File: src/rtl/pipe_stage_ctrl_if.sv
// Handshake/status bundle between pipe_stage_ctrl and its producer/consumer environment.
// PIPE_PERF_EN adds the StallCount status signal.
interface pipe_stage_ctrl_if #(
   parameter int unsigned STAGES = 4,
   parameter int unsigned CNT_W  = 16
);
   localparam int unsigned OCC_W = $clog2(STAGES + 1);

   logic              Start;
   logic              Flush;
   logic              InValid;
   logic              InLast;
   logic              InReady;
   logic              OutValid;
   logic              OutReady;
   logic [STAGES-1:0] StageEn;
   logic [STAGES-1:0] StageValid;
   logic [OCC_W-1:0]  Occupancy;
   logic [CNT_W-1:0]  BeatCount;
   logic              Busy;
   logic              Done;
`ifdef PIPE_PERF_EN
   logic [CNT_W-1:0]  StallCount;

   modport master (
      output Start, Flush, InValid, InLast, OutReady,
      input  InReady, OutValid, StageEn, StageValid, Occupancy, BeatCount, Busy, Done,
      input  StallCount
   );

   modport slave (
      input  Start, Flush, InValid, InLast, OutReady,
      output InReady, OutValid, StageEn, StageValid, Occupancy, BeatCount, Busy, Done,
      output StallCount
   );
`else
   modport master (
      output Start, Flush, InValid, InLast, OutReady,
      input  InReady, OutValid, StageEn, StageValid, Occupancy, BeatCount, Busy, Done
   );

   modport slave (
      input  Start, Flush, InValid, InLast, OutReady,
      output InReady, OutValid, StageEn, StageValid, Occupancy, BeatCount, Busy, Done
   );
`endif
endinterface

File: src/rtl/pipe_stage_ctrl.sv
// Load-enable / valid sequencing for a chain of STAGES register banks with bubble collapse,
// backpressure and Start/InLast/Done framing. Optional stall counter under PIPE_PERF_EN.
module pipe_stage_ctrl #(
   parameter int unsigned STAGES = 4,
   parameter int unsigned CNT_W  = 16
) (
   input logic              Clk,
   input logic              Rst_n,
   pipe_stage_ctrl_if.slave bus
);
   localparam int unsigned OCC_W = $clog2(STAGES + 1);
   localparam logic [OCC_W-1:0] OccOne = OCC_W'(1);
   localparam logic [CNT_W-1:0] CntOne = CNT_W'(1);

   typedef enum logic [1:0] {StIdle, StRun, StDrain} state_e;

   state_e            state_q, state_d;
   logic [STAGES-1:0] valid_q, valid_d;
   logic [STAGES-1:0] en;
   logic [OCC_W-1:0]  occ_q, occ_d;
   logic [CNT_W-1:0]  beat_q, beat_d;
   logic              done_q, done_d;
   logic              run;
   logic              in_ready;
   logic              accept;
   logic              out_hs;

   // A stage may load when it is empty or the stage after it is itself loading.
   always_comb begin
      logic chain;
      chain = bus.OutReady;
      en    = '0;
      for (int i = STAGES - 1; i >= 0; i--) begin
         chain = !valid_q[i] | chain;
         en[i] = chain;
      end
   end

   assign run      = (state_q == StRun);
   assign in_ready = en[0] & run;
   assign accept   = bus.InValid & in_ready;
   assign out_hs   = valid_q[STAGES-1] & bus.OutReady;

   always_comb begin
      state_d = state_q;
      valid_d = valid_q;
      occ_d   = occ_q;
      beat_d  = beat_q;
      done_d  = 1'b0;

      // Stage 0 follows en[0] in every state so that its beat is not duplicated while draining;
      // outside RUN it can only load a bubble.
      if (en[0]) begin
         valid_d[0] = accept;
      end
      for (int i = 1; i < STAGES; i++) begin
         if (en[i]) begin
            valid_d[i] = valid_q[i-1];
         end
      end

      unique case ({accept, out_hs})
         2'b10:   occ_d = occ_q + OccOne;
         2'b01:   occ_d = occ_q - OccOne;
         default: occ_d = occ_q;
      endcase

      if (bus.Flush) begin
         state_d = StIdle;
         valid_d = '0;
         occ_d   = '0;
         beat_d  = '0;
      end else begin
         unique case (state_q)
            StIdle: begin
               if (bus.Start) begin
                  state_d = StRun;
                  beat_d  = '0;
               end
            end
            StRun: begin
               if (accept) begin
                  beat_d = beat_q + CntOne;
                  if (bus.InLast) begin
                     state_d = StDrain;
                  end
               end
            end
            StDrain: begin
               if (occ_d == '0) begin
                  state_d = StIdle;
                  done_d  = 1'b1;
               end
            end
            default: state_d = StIdle;
         endcase
      end
   end

   always_ff @(posedge Clk) begin
      if (!Rst_n) begin
         state_q <= StIdle;
         valid_q <= '0;
         occ_q   <= '0;
         beat_q  <= '0;
         done_q  <= 1'b0;
      end else begin
         state_q <= state_d;
         valid_q <= valid_d;
         occ_q   <= occ_d;
         beat_q  <= beat_d;
         done_q  <= done_d;
      end
   end

   assign bus.InReady    = in_ready;
   assign bus.OutValid   = valid_q[STAGES-1];
   assign bus.StageEn    = {en[STAGES-1:1], in_ready};
   assign bus.StageValid = valid_q;
   assign bus.Occupancy  = occ_q;
   assign bus.BeatCount  = beat_q;
   assign bus.Busy       = (state_q != StIdle);
   assign bus.Done       = done_q;

`ifdef PIPE_PERF_EN
   logic [CNT_W-1:0] stall_q, stall_d;

   always_comb begin
      stall_d = stall_q;
      if (bus.Flush || (state_q == StIdle && bus.Start)) begin
         stall_d = '0;
      end else if (valid_q[STAGES-1] && !bus.OutReady && (stall_q != '1)) begin
         stall_d = stall_q + CntOne;
      end
   end

   always_ff @(posedge Clk) begin
      if (!Rst_n) begin
         stall_q <= '0;
      end else begin
         stall_q <= stall_d;
      end
   end

   assign bus.StallCount = stall_q;
`endif
endmodule
File: src/flat_wrapper.sv
// flat-port wrapper written by rule: the top's interface ports become plain ports
module pipe_stage_ctrl_flat 
#(
   parameter int unsigned STAGES = 4,
   parameter int unsigned CNT_W  = 16
)
  (Clk, Rst_n, bus_Start, bus_Flush, bus_InValid, bus_InLast, bus_OutReady, bus_InReady, bus_OutValid, bus_StageEn, bus_StageValid, bus_Occupancy, bus_BeatCount, bus_Busy, bus_Done);
  pipe_stage_ctrl_if #(.STAGES(STAGES), .CNT_W(CNT_W)) bus_i ();
  input logic Clk;
  input logic Rst_n;
  input wire logic [$bits(bus_i.Start)-1:0] bus_Start;
  input wire logic [$bits(bus_i.Flush)-1:0] bus_Flush;
  input wire logic [$bits(bus_i.InValid)-1:0] bus_InValid;
  input wire logic [$bits(bus_i.InLast)-1:0] bus_InLast;
  input wire logic [$bits(bus_i.OutReady)-1:0] bus_OutReady;
  output wire logic [$bits(bus_i.InReady)-1:0] bus_InReady;
  output wire logic [$bits(bus_i.OutValid)-1:0] bus_OutValid;
  output wire logic [$bits(bus_i.StageEn)-1:0] bus_StageEn;
  output wire logic [$bits(bus_i.StageValid)-1:0] bus_StageValid;
  output wire logic [$bits(bus_i.Occupancy)-1:0] bus_Occupancy;
  output wire logic [$bits(bus_i.BeatCount)-1:0] bus_BeatCount;
  output wire logic [$bits(bus_i.Busy)-1:0] bus_Busy;
  output wire logic [$bits(bus_i.Done)-1:0] bus_Done;
  assign bus_i.Start = bus_Start;
  assign bus_i.Flush = bus_Flush;
  assign bus_i.InValid = bus_InValid;
  assign bus_i.InLast = bus_InLast;
  assign bus_i.OutReady = bus_OutReady;
  assign bus_InReady = bus_i.InReady;
  assign bus_OutValid = bus_i.OutValid;
  assign bus_StageEn = bus_i.StageEn;
  assign bus_StageValid = bus_i.StageValid;
  assign bus_Occupancy = bus_i.Occupancy;
  assign bus_BeatCount = bus_i.BeatCount;
  assign bus_Busy = bus_i.Busy;
  assign bus_Done = bus_i.Done;
  pipe_stage_ctrl #(.STAGES(STAGES), .CNT_W(CNT_W)) u_core (.Clk(Clk), .Rst_n(Rst_n), .bus(bus_i));
endmodule
File: config.mk
export PLATFORM = sky130hd
export DESIGN_NAME = pipe_stage_ctrl_flat
export DESIGN_NICKNAME = d
export VERILOG_FILES = /design/src/rtl/pipe_stage_ctrl_if.sv /design/src/rtl/pipe_stage_ctrl.sv /design/src/flat_wrapper.sv
export SDC_FILE = /design/constraint.sdc
export NUM_CORES = 1
export LEC_CHECK = 0
export CAP_MARGIN = 20
export CORE_ASPECT_RATIO = 1.75
export CORE_MARGIN = 2
export CORE_UTILIZATION = 38
export CTS_CLUSTER_DIAMETER = 40
export DETAILED_ROUTE_END_ITERATION = 6
export HOLD_SLACK_MARGIN = 0.06
export PLACE_DENSITY = 0.73
export SETUP_SLACK_MARGIN = 0.02
export SLEW_MARGIN = 10
export SYNTH_ARGS = -nofsm -noshare
export SYNTH_HDL_FRONTEND = slang
export SYNTH_SLANG_ARGS = --single-unit
File: constraint.sdc
create_clock -name Clk -period 3.2 [get_ports Clk]
set_input_delay 0.64 -clock Clk [delete_from_list [all_inputs] [get_ports Clk]]
set_output_delay 0.64 -clock Clk [all_outputs]
set_load 0.01 [all_outputs]
Word-level counts from Yosys, hierarchy flattened
Index checks and enable logic that the tools add are counted.
- add/subtract/negate cells: 3
- equal/unequal tests: 8
- muxes and demuxes: 10
- bitwise gates (word level): 9
- reduce and logical (&&, ||, !) cells: 12
- operators with widths (kind ; number):
    2-to-1 mux 16 bit ; 2
    one-hot mux 16 bit (2 select lines) ; 1
    adder 16 x 1 -> 16 bit (second input constant) ; 1
    2-to-1 mux 2 bit ; 4
    != test 2 bit (second input constant) ; 3
    one-hot mux 2 bit (3 select lines) ; 1
    one-hot mux 3 bit (2 select lines) ; 1
    == test 2 x 1 -> 1 bit (second input constant) ; 2
    == test 2 bit (second input constant) ; 2
    zero test 1 bit ; 4
    OR 1 bit ; 4
    AND reduction 4 bit ; 1
    nonzero test 2 bit ; 2
    adder 3 x 1 -> 3 bit (second input constant) ; 1
    AND 1 bit ; 3
    zero test 3 bit ; 1
    AND reduction 3 bit ; 1
    OR reduction 3 bit ; 1
    subtractor 3 x 1 -> 3 bit (second input constant) ; 1
    zero test 2 bit ; 1
    != test 2 x 1 -> 1 bit (second input constant) ; 1
    NOT 1 bit ; 2
    OR reduction 2 bit ; 1
    2-to-1 mux 1 bit ; 1
- register bits: 26
- input bits: 7
- output and inout port bits: 31
- word-level logic and storage cells: 50

Logic depth before layout (Yosys ltp)
- depth after elaboration: 12
- depth in mapped cells: 10
- gate-level depth less buffers: 10

Worst setup path after synthesis
Ideal clock, no wire load.
- path type: in2reg
- start: input port bus_OutReady
- end: register u_core.done_q (netlist: u_core.bus.Done)
- library setup time: 0.116 ns
- arrival time: 2.416 ns
- path slack: 0.668 ns
- cell stages on the path: 10
- path through: and4b_4 a21oi_1 inv_1 ha_1 inv_1 fa_1 and3b_1 a32oi_1 o21ai_0 and3b_1
- longest elaborated chain between the ends: 10
- RTL lines (what ; line ; RTL):
    from (decl) ; flat_wrapper.sv:15 ; input wire logic [$bits(bus_i.OutReady)-1:0] bus_OutReady;
    OR 1 bit (4 in series) ; pipe_stage_ctrl.sv:34 ; chain = !valid_q[i] | chain;
    AND 1 bit ; pipe_stage_ctrl.sv:40 ; assign in_ready = en[0] & run;
    AND 1 bit ; pipe_stage_ctrl.sv:41 ; assign accept = bus.InValid & in_ready;
    == test 2 x 1 -> 1 bit / == test 2 bit (equally long branches) ; pipe_stage_ctrl.sv:62 ; unique case ({accept, out_hs})
    one-hot mux 3 bit (2 select lines) * ; pipe_stage_ctrl.sv:62 ;
    zero test 3 bit * ; pipe_stage_ctrl.sv:90 ; if (occ_d == '0) begin
    2-to-1 mux 1 bit * ; pipe_stage_ctrl.sv:90 ;
    to (signal assigned) ; pipe_stage_ctrl.sv:112 ; done_q <= done_d;
    to (decl) ; pipe_stage_ctrl.sv:22 ; logic done_q, done_d;
Mark *: on every way between the ends. The rest lies on a longest branch, timed or not.
A chain may end at the register's enable or synchronous reset.

Worst setup path in the final report
Same ends and word-level chain as after synthesis.

==> results.md <==
- Status: finished clean
- Net switching power of the design: 136 µW
- Power per standard cell area: 372 nW/µm²
- Overall track demand over capacity in global routing: 16.0%
- First DRT Iteration DRCs: 18
- Layout cells sized above 1: 4.35%
- Async set-reset flop share out of synthesis: 0%
- Area growth syn-to-layout: 32.8%
- Number of top-level pins: 38
- Fin. Hold Viols: 0
- Number of max-capacitance violations reported: 0
- Number of different library cells in the post-synthesis netlist: 36
- Fraction of the yosys area taken by sequential cells: 39.5%
- Share of total power consumed by net switching: 21.0%
- Clock buffer depth: 2
- Post-Synthesis Net Count: 164
- Post-cts hold buffer count: 0
- Clock edge transition at the registers on the reported setup and hold paths: 0.10 ns
- Detailed-route wire length per cell: 13.4 µm
- Class of the tightest hold or removal check: flop to flop
- Leftover overflow at the end of global routing: 0
- Worst Setup End Kind: flop
- Vias in the first global route: 1190
- Slew of the pin with the lowest slew margin: 0.409 ns
- Most frequent cell after synthesis: sky130_fd_sc_hd__dfxtp_1
- Number of antenna violations at the first check in global routing: 0
- Setup fix buffers added after clock tree synthesis: 0
- Top cells by area in the synthesized netlist: sky130_fd_sc_hd__dfxtp_1, sky130_fd_sc_hd__a21oi_1, sky130_fd_sc_hd__o31ai_1, sky130_fd_sc_hd__or4_1, sky130_fd_sc_hd__or3_1
- Data arrival time of the worst path: 3.06 ns
- Count of buffers from port buffering: 37
- DRC Markers: 0
- Pre-antenna DRT Iters: 4
- VDD IR-drop max: 0.228 mV
- EDFF count, synth: 0
- Sequential standard cell area: 520 µm²
- Area fraction of the dominant cell type after synthesis: 39.5%
- Worst-path fanout max: 5
- Data required, critical path: 3.38 ns
- Core footprint: 3360 µm²
- Worst hold slack after final layout: 0.497 ns
- Standby leakage power: 0.000547 µW
- Final ANT Viol Nets: 0
- Type of origin of the critical path: primary input
- Clock root buffer master: sky130_fd_sc_hd__clkbuf_8
- DIE HEIGHT: 81.9 µm
- Count of fill cells added during filler insertion: 325
- Slew headroom: 72.7%
- Final weighted congestion in routability-driven placement: 0.760
- Crit path max-delay family: adder cells
- Mean post-synth cell area: 8.55 µm²
- Yosys Warn Count: 0
- List of most frequent post-synthesis cells: sky130_fd_sc_hd__dfxtp_1, sky130_fd_sc_hd__a21oi_1, sky130_fd_sc_hd__nor2_1
- NumNets Final: 195
- Biggest area consumer among synthesized cells: sky130_fd_sc_hd__dfxtp_1
- Final TNS setup: 0 ns
- Internal power of the cells: 513 µW
- Library cell contributing the largest single delay on the critical path: sky130_fd_sc_hd__clkdlybuf4s50_1
- Final count of pins violating max slew: 0
- RSZ-0062 raised after global routing: no
- Buf/Inv on CP: 3
- Latest clock arrival within the worst-skew pair: 0.28 ns
- Area used by multi-input combinational logic: 692 µm²
- Max H-tree Level: 1
- CTS tree: built
- Largest net degree at the start of global routing: 31
- Cell Area, Synth: 1320 µm²
- Post-route clock skew: 0.00915 ns
- Max Freq: 348 MHz
- Fin crit period: 2.87 ns
- DPL Wire Length: 2320 µm
- Number of buffers created by CTS: 3
- FF+latch count, synth: 26
- Cell-by-cell trace of the critical path: clkdlybuf4s50_1 > and4b_4 > a21oi_1 > inv_1 > ha_1 > inv_1 > fa_1 > and3b_1 > a32oi_1 > o21ai_0 > and3b_1
- Ratio of final minimum period to clock period: 89.8%
- Relative contribution of the clock network to total power: 42.9%
- Proportion of power drawn by combinational gates: 6.7%
- Resized cells post-CTS: 0
- Antenna Cells: 0
- Area of the die: 3970 µm²
- Fraction of power consumed by sequential logic: 50.4%
- Via density per instance: 5.39
- Total number of clock tree sinks: 26
- Setup Crit Path Kind: primary input to flop
- Floorplan die width: 48.5 µm
- Initial cell density of the core: 39.1%
- Via count of the routed design: 1235
- Worst path max stage delay: 0.48 ns
- Final Routed Wirelength: 3060 µm
- Post-Syn Instances: 154
- Final Setup Violations: 0
- Std cell rows: 28
- Wire length of the first global-routing pass: 5090 µm
- Flip-flop cell with the highest count after synthesis: sky130_fd_sc_hd__dfxtp_1
cells by family after synthesis:
| group | synth area share (%) |
|---|---|
| compound gates | 19.2 |
| xor+xnor | 2.66 |
| buf+inv | 7.89 |
| fa+ha+maj | 3.42 |
| mux | 0.760 |
| flops | 39.5 |
| simple gates | 26.5 |
final cells by class:
type | instances | share of cell area [%]
Multi-Input combinational cell | 108 | 39.6
Sequential cell | 26 | 29.8
Timing Repair Buffer | 38 | 21.6
Tap cell | 45 | 3.22
Clock buffer | 3 | 2.36
Clock inverter | 1 | 1.72
Inverter | 8 | 1.72
per-stage QoR:
stage	setup slack, ns	total power (µW)	cells	cell area, µm²	util [%]
after floorplan	0.668	363	154	1320	-
after global placement	0.112	377	224	1670	49.6
after detailed placement	0.00863	378	224	1670	49.6
after CTS	0.325	653	228	1740	51.7
after global routing	0.172	671	229	1750	52.0
final	0.327	650	229	1750	52.0
worst paths after layout:
kind	to	from	depth (start not counted)	slack, ns
max	u_core.bus.Done$_SDFF_PP0_	bus_OutReady	11	0.33
max reg2reg	u_core.bus.Done$_SDFF_PP0_	u_core.state_q[0]$_SDFFE_PP0P_	10	0.80
min reg2reg	u_core.bus.BeatCount[15]$_SDFFE_PP0P_	u_core.bus.BeatCount[15]$_SDFFE_PP0P_	2	0.50
min	u_core.bus.BeatCount[15]$_SDFFE_PP0P_	u_core.bus.BeatCount[15]$_SDFFE_PP0P_	2	0.50
power by group through the flow:
stage	Sequential [µW]	Combinational, µW	Clock [µW]
2_1_floorplan	335	28.3	0
3_3_place_gp	335	41.6	0
3_5_place_dp	335	43.2	0
4_1_cts	328	43.3	282
5_1_grt	328	47.7	295
6_report	328	43.6	278
cell usage in the layout, fill, tap and decap left out:
master                            count
sky130_fd_sc_hd__nor2_1              11
sky130_fd_sc_hd__nand3b_1             1
sky130_fd_sc_hd__nor2b_1              2
sky130_fd_sc_hd__nand4_1              3
sky130_fd_sc_hd__a32oi_1              1
sky130_fd_sc_hd__dfxtp_1             26
sky130_fd_sc_hd__or4_1                8
sky130_fd_sc_hd__mux2i_1              1
sky130_fd_sc_hd__a2111oi_0            1
sky130_fd_sc_hd__and2_1               2
sky130_fd_sc_hd__and4b_4              1
sky130_fd_sc_hd__o211ai_1             1
sky130_fd_sc_hd__nand2b_1             1
sky130_fd_sc_hd__nand3_1              5
sky130_fd_sc_hd__o221a_4              1
sky130_fd_sc_hd__and3_1               1
sky130_fd_sc_hd__fa_1                 1
sky130_fd_sc_hd__bufinv_16            1
sky130_fd_sc_hd__xnor2_1              1
sky130_fd_sc_hd__nand2_1             10
sky130_fd_sc_hd__a21oi_1             20
sky130_fd_sc_hd__inv_1                8
sky130_fd_sc_hd__clkdlybuf4s50_1     37
sky130_fd_sc_hd__clkbuf_8             3
sky130_fd_sc_hd__and4_1               2
sky130_fd_sc_hd__o21ai_0              8
sky130_fd_sc_hd__buf_4                1
sky130_fd_sc_hd__nand4bb_1            1
sky130_fd_sc_hd__o31ai_1              8
sky130_fd_sc_hd__xor2_1               3
sky130_fd_sc_hd__and3b_1              3
sky130_fd_sc_hd__ha_1                 2
sky130_fd_sc_hd__or2_4                1
sky130_fd_sc_hd__o21bai_1             1
sky130_fd_sc_hd__or3_1                7
metal layers:
layer | global-route usage, % | routed length (µm) | vias to the layer above
met5 | 0 | 0 | -
met4 | 9.14 | 47 | 0
met3 | 2.55 | 104 | 5
met2 | 31.7 | 1690 | 33
met1 | 15.7 | 1220 | 579
li1 | - | - | 618
registers in the layout (all words and copies together), names as in the netlist:
| name | cells |
|---|---|
| u_core.state_q | 2 |
| u_core.bus.BeatCount | 16 |
| u_core.bus.StageValid | 4 |
| u_core.bus.Occupancy | 3 |
| u_core.bus.Done | 1 |
worst register-to-register path, stage by stage (launching register included):
cell and delay [ns]:
sky130_fd_sc_hd__dfxtp_1 0.43, sky130_fd_sc_hd__nand3b_1 0.17, sky130_fd_sc_hd__a21oi_1 0.22, sky130_fd_sc_hd__inv_1 0.07, sky130_fd_sc_hd__ha_1 0.25, sky130_fd_sc_hd__inv_1 0.09
sky130_fd_sc_hd__fa_1 0.43, sky130_fd_sc_hd__and3b_1 0.20, sky130_fd_sc_hd__a32oi_1 0.18, sky130_fd_sc_hd__o21ai_0 0.10, sky130_fd_sc_hd__and3b_1 0.18
No activity file was read; power rests on OpenSTA's default activity.
